**config.mk**
```make
export PLATFORM = sky130hd
export DESIGN_NAME = ripple_adder16
export DESIGN_NICKNAME = d
export VERILOG_FILES = /design/src/rtl/ripple_adder16.sv
export SDC_FILE = /design/constraint.sdc
export NUM_CORES = 1
export LEC_CHECK = 0
export ABC_CLOCK_PERIOD_IN_PS = 12470
export CAP_MARGIN = 20
export CORE_ASPECT_RATIO = 0.6
export CORE_MARGIN = 2
export CORE_UTILIZATION = 34
export DETAILED_ROUTE_END_ITERATION = 8
export PLACE_DENSITY = 0.83
export SYNTH_ARGS = -nofsm -noshare
export SYNTH_HDL_FRONTEND = slang
export SYNTH_SLANG_ARGS = --single-unit
```
**constraint.sdc**
```tcl
create_clock -name clk -period 12.47 [get_ports clk]
set_clock_uncertainty 0.15 [all_clocks]
set_input_delay 1.247 -clock clk [delete_from_list [all_inputs] [get_ports clk]]
set_output_delay 1.247 -clock clk [all_outputs]
set_load 0.02 [all_outputs]
```
**src/rtl/ripple_adder16.sv**
```systemverilog
// ripple_adder16: 16-bit unsigned ripple-carry adder.
// The chain is four 4-bit slices of 1-bit full adders. Carry-in to bit 0 is tied to 0.
// SUM/CO are combinational. SUM_Q/CO_Q are the same result flopped once on clk,
// cleared by a synchronous active-high rst.
// Optional macro ADDER16_OFL_EN adds the combinational two's-complement overflow flag OFL.

`default_nettype none

module ripple_adder16 (
    input  logic        clk,
    input  logic        rst,
    input  logic [15:0] A,
    input  logic [15:0] B,
    output logic [15:0] SUM,
    output logic        CO,
    output logic [15:0] SUM_Q,
    output logic        CO_Q
`ifdef ADDER16_OFL_EN
    ,
    output logic        OFL
`endif
);

    localparam int unsigned SliceW    = 4;
    localparam int unsigned NumSlices = 4;

    // One full-adder cell; returns {carry_out, sum_bit}.
    function automatic logic [1:0] full_add(input logic a, input logic b, input logic ci);
        logic s;
        logic co;
        s  = a ^ b ^ ci;
        co = (a & b) | (ci & (a ^ b));
        return {co, s};
    endfunction

    logic [15:0]        sum_c;
    logic               co_c;
    logic [NumSlices:0] slice_carry;
    logic [15:0]        sum_q;
    logic               co_q;

    // Ripple the carry bit by bit; each slice hands its carry-out to the next slice.
    always_comb begin
        sum_c          = '0;
        slice_carry    = '0;
        slice_carry[0] = 1'b0;
        for (int s = 0; s < NumSlices; s++) begin
            logic carry;
            carry = slice_carry[s];
            for (int i = 0; i < SliceW; i++) begin
                logic [1:0] fa;
                fa                  = full_add(A[s*SliceW+i], B[s*SliceW+i], carry);
                sum_c[s*SliceW+i]   = fa[0];
                carry               = fa[1];
            end
            slice_carry[s+1] = carry;
        end
        co_c = slice_carry[NumSlices];
    end

    assign SUM = sum_c;
    assign CO  = co_c;

    // Registered copy of the result. It clears while rst is held.
    always_ff @(posedge clk) begin
        if (rst) begin
            sum_q <= 16'h0000;
            co_q  <= 1'b0;
        end else begin
            sum_q <= sum_c;
            co_q  <= co_c;
        end
    end

    assign SUM_Q = sum_q;
    assign CO_Q  = co_q;

`ifdef ADDER16_OFL_EN
    // Overflow occurs when the operands have the same sign and the sum has the other sign.
    assign OFL = (A[15] == B[15]) && (sum_c[15] != A[15]);
`endif

endmodule

`default_nettype wire

```
### Word-level counts from Yosys, hierarchy flattened

Index checks and enable logic that the tools add are counted.

* bitwise operators: 77

Operators by type and width (number)
* $and A1 B1 Y1: 31
* $xor A1 B1 Y1: 31
* $or A1 B1 Y1: 15

* flip-flop bits (word level): 17
* output and inout bits: 34
* logic and storage cells: 79
* bits of input ports: 34

### Depth between registers and ports, before layout

* word-level depth: 31
* gate-level depth with buffers: 20

### Least setup slack after synthesis

Ideal clock, no wire load.

* kind: input port to output port
* start point: input port A[0]
* end point: output port SUM[15]
* data required time: 11.073 ns
* path buffers: 0
* cell stages on the path: 20
* slack: 3.871 ns
* data arrival time: 7.202 ns
* cell sequence: ha_1 > inv_1 > fa_1 > inv_1 > fa_1 > fa_1 > fa_1 > fa_1 > fa_1 > fa_1 > fa_1 > fa_1 > fa_1 > fa_1 > fa_1 > fa_1 > fa_1 > inv_1 > fa_1 > inv_1

* word-level cells in the longest chain between the ends: 30

RTL lines
* start, declared: RTL line 12 `input logic [15:0] A,`
* $and A1 B1 Y1 (2 in a row): RTL line 32 `co = (a & b) | (ci & (a ^ b));`
* $or A1 B1 Y1: RTL line 32
* $and A1 B1 Y1: RTL line 32
* $or A1 B1 Y1: RTL line 32
* $and A1 B1 Y1: RTL line 32
* $or A1 B1 Y1: RTL line 32
* $and A1 B1 Y1: RTL line 32
* $or A1 B1 Y1: RTL line 32
* [... 13 more ...]
* $or A1 B1 Y1: RTL line 32
* $and A1 B1 Y1: RTL line 32
* $or A1 B1 Y1: RTL line 32
* $and A1 B1 Y1: RTL line 32
* $or A1 B1 Y1: RTL line 32
* $and A1 B1 Y1: RTL line 32
* $or A1 B1 Y1: RTL line 32
* $xor A1 B1 Y1: RTL line 31 `s = a ^ b ^ ci;`
* end, declared: RTL line 14 `output logic [15:0] SUM,`

Every way passes these cells.

### Worst setup path in the final report

Same ends and word-level chain as after synthesis.

==> flow_summary_export.csv <==
group,metric,value,unit
global_route,grt_max_degree,18,
routing,initialDrtViolationCount,8,
cts,cts_buffer_depth,2,
sta,setup_viol_count_final,0,
floorplanning,fp.dieW,68.0,µm
sta,setup_tns,0,ns
synth,ys_top_cells_by_count,"dfxtp_1 (17), fa_1 (15), inv_1 (10)",
synth,syn-num-nets,111,
place,port_buffers,67,
sta,worst_pin_slew,0.704,ns
global_route,antenna_found_initial,0,
pwr,cellLeakagePower,0.655,nW
worst_hold_path,hp-class,"primary input to flop",
floorplanning,core,2240,µm²
sta,final.min_clock_period,9.74,ns
cts,cts_hold_buf,0,
critical_path,arrival,8.34,ns
floorplanning,fp.dieH,42.4,µm
cells_and_area,final_util,0.703,
routing,wl_per_cell,12.2,µm
synth,synth_xor_area_frac,0,
global_route,grt_usage,0.144,
routing,via_count,664,
routing,drt_pass1_iterations,2,
synth,synth_compound_area_frac,0,
critical_path,cp_slowest_cell,"clkdlybuf4s50_1",
cells_and_area,nets,182,
sta,rsz0062_at_grt,"no",
cts,cts_resized,0,
synth,synth_area,836,µm²
job,max-cap-violations,0,
critical_path,slowest_delay,0.60,ns
critical_path,critPathKind,"primary input to output port",
synth,synth_top_family_by_area,"adder cells",
critical_path,crit_fanout,2,
synth,syn_inst,61,
sta,finalHoldViolCount,0,
cts,numClockSinks,17,
synth,yosysWarnings,0,
sta,fmax,0.103,GHz
synth,synth_most_common_cell,"dfxtp_1",
synth,synth_edf_count,0,
sta,slew_headroom,0.529,
cts,clk_pin_slew_worst_paths,0.06,ns
synth,ys_seq_elements,17,
place,globalplace.congestion,0.652,
synth,seq_area_frac_synth,0.407,
cts,h-tree-depth,1,
synth,syn_avg_cell_area,13.7,µm²
synth,synthSimpleGateAreaFrac,0.160,
global_route,grt-ovfl-total,0,
routing,routed_via_density,4.12,
global_route,grt_pass1_vias,709,
cts,root_buffer,"clkbuf_8",
critical_path,cp-end-kind,"output port",
synth,synth_cell_types,8,
outcome,status,"complete, no violations",
sta,holdWs,1.59,ns
critical_path,cp_common_cell,"fa_1",
synth,synthAdderAreaFrac,0.374,
pwr,irDropWorstVdd,79.1,µV
cells_and_area,diodes,0,
synth,yosys_most_used_dff,"dfxtp_1",
routing,ant_nets,0,
place,dpl.hpwl,1.67,mm
floorplanning,initial_core_util,0.372,
cells_and_area,num-fill-cells,155,
critical_path,start_kind,"primary input",
cells_and_area,multi_input_area,447,µm²
floorplanning,num_rows,13,
synth,synthMuxAreaShare,0,
synth,yosys-top-cells-area,"dfxtp_1 (41%), fa_1 (36%), and2b_2 (7.3%)",
floorplanning,io_pins,68,
pwr,power_density,123,nW/µm²
cells_and_area,drive_above_1_share,0.130,
floorplanning,die_area,2880,µm²
synth,yosysTopAreaCell,"dfxtp_1",
routing,drc_errors,0,
sta,maxSlewViolCount,0,
cts,cts_setup_buffers,0,
sta,post-route-period-util,0.781,
cells_and_area,synthToLayoutAreaGrowth,88.8,%
critical_path,crit_required,11.07,ns
cells_and_area,seqCellArea,340,µm²
cts,cts_tree,"built",
synth,yosysTopAreaCellShare,0.407,
critical_path,crit_chain,"clkdlybuf4s50_1, ha_1, inv_1, fa_1, inv_1, fa_1, fa_1, fa_1, fa_1, fa_1, fa_1, fa_1, fa_1, fa_1, fa_1, fa_1, fa_1, fa_1, inv_1, fa_1, inv_1, clkdlybuf4s50_1",
global_route,grt_pass1_wl,2.97,mm
synth,synthArstFlopShare,0,
routing,finalWirelength,1.96,mm
cts,cts_buffers,3,
logic make-up after synthesis:
family                     Yosys count
DFF                                 17
and+or+nand+nor                     17
adders and majority gates           16
buffers and inverters               11
final cells by class:
cell class,instances,area share
Clock buffer,4,0.0285
Multi-Input combinational cell,33,0.283
Tap cell,30,0.0238
Sequential cell,17,0.216
Inverter,10,0.0238
Timing Repair Buffer,67,0.425
registers in the layout (all words and copies together) (netlist names):
register and flops:
SUM_Q 16, CO_Q 1
per-stage QoR:
| step | instance area, µm² | std cells | setup slack [ns] | total power, W |
|---|---|---|---|---|
| after detailed placement | 1530 | 157 | 2.74 | 0.000156 |
| after global placement | 1530 | 157 | 2.82 | 0.000154 |
| after global routing | 1580 | 161 | 2.50 | 0.000207 |
| after floorplan | 836 | 61 | 3.87 | 0.000110 |
| after CTS | 1580 | 161 | 2.70 | 0.000198 |
| final | 1580 | 161 | 2.73 | 0.000195 |
where the power goes:
group	total [W]	switching (W)	internal (W)
logic	0.0000909	0.0000416	0.0000493
registers	0.0000628	0.00000162	0.0000611
clock network	0.0000409	0.0000182	0.0000226
total	0.000195	0.0000614	0.000133
routing by layer:
metal,part of all wire,global-route usage,wire length (µm)
met1,0.38,0.154,738
met2,0.45,0.237,890
met3,0.17,0.0968,336
met4,0,0.0240,0
met5,0,0,0
critical path, delay by kind of cell:
kind                     cells  cell delay (ns)
adder cells (fa/ha/maj)     16             5.83
buffers and inverters        6             1.26
cells in the final DEF, fill, tap and decap left out:
| master | instances |
|---|---|
| nor2b_2 | 7 |
| and2b_2 | 7 |
| fa_1 | 15 |
| clkbuf_1 | 1 |
| dfxtp_1 | 17 |
| clkdlybuf4s50_1 | 67 |
| ha_1 | 1 |
| inv_1 | 10 |
| clkbuf_8 | 3 |
| nor2_1 | 3 |
final timing paths:
path	end	slack, ns	depth (start not counted)	from
max	SUM[15]	2.73	22	A[0]
min	SUM_Q[15]$_SDFF_PP0_	1.59	4	B[15]
(Power assumes the default switching activity.)
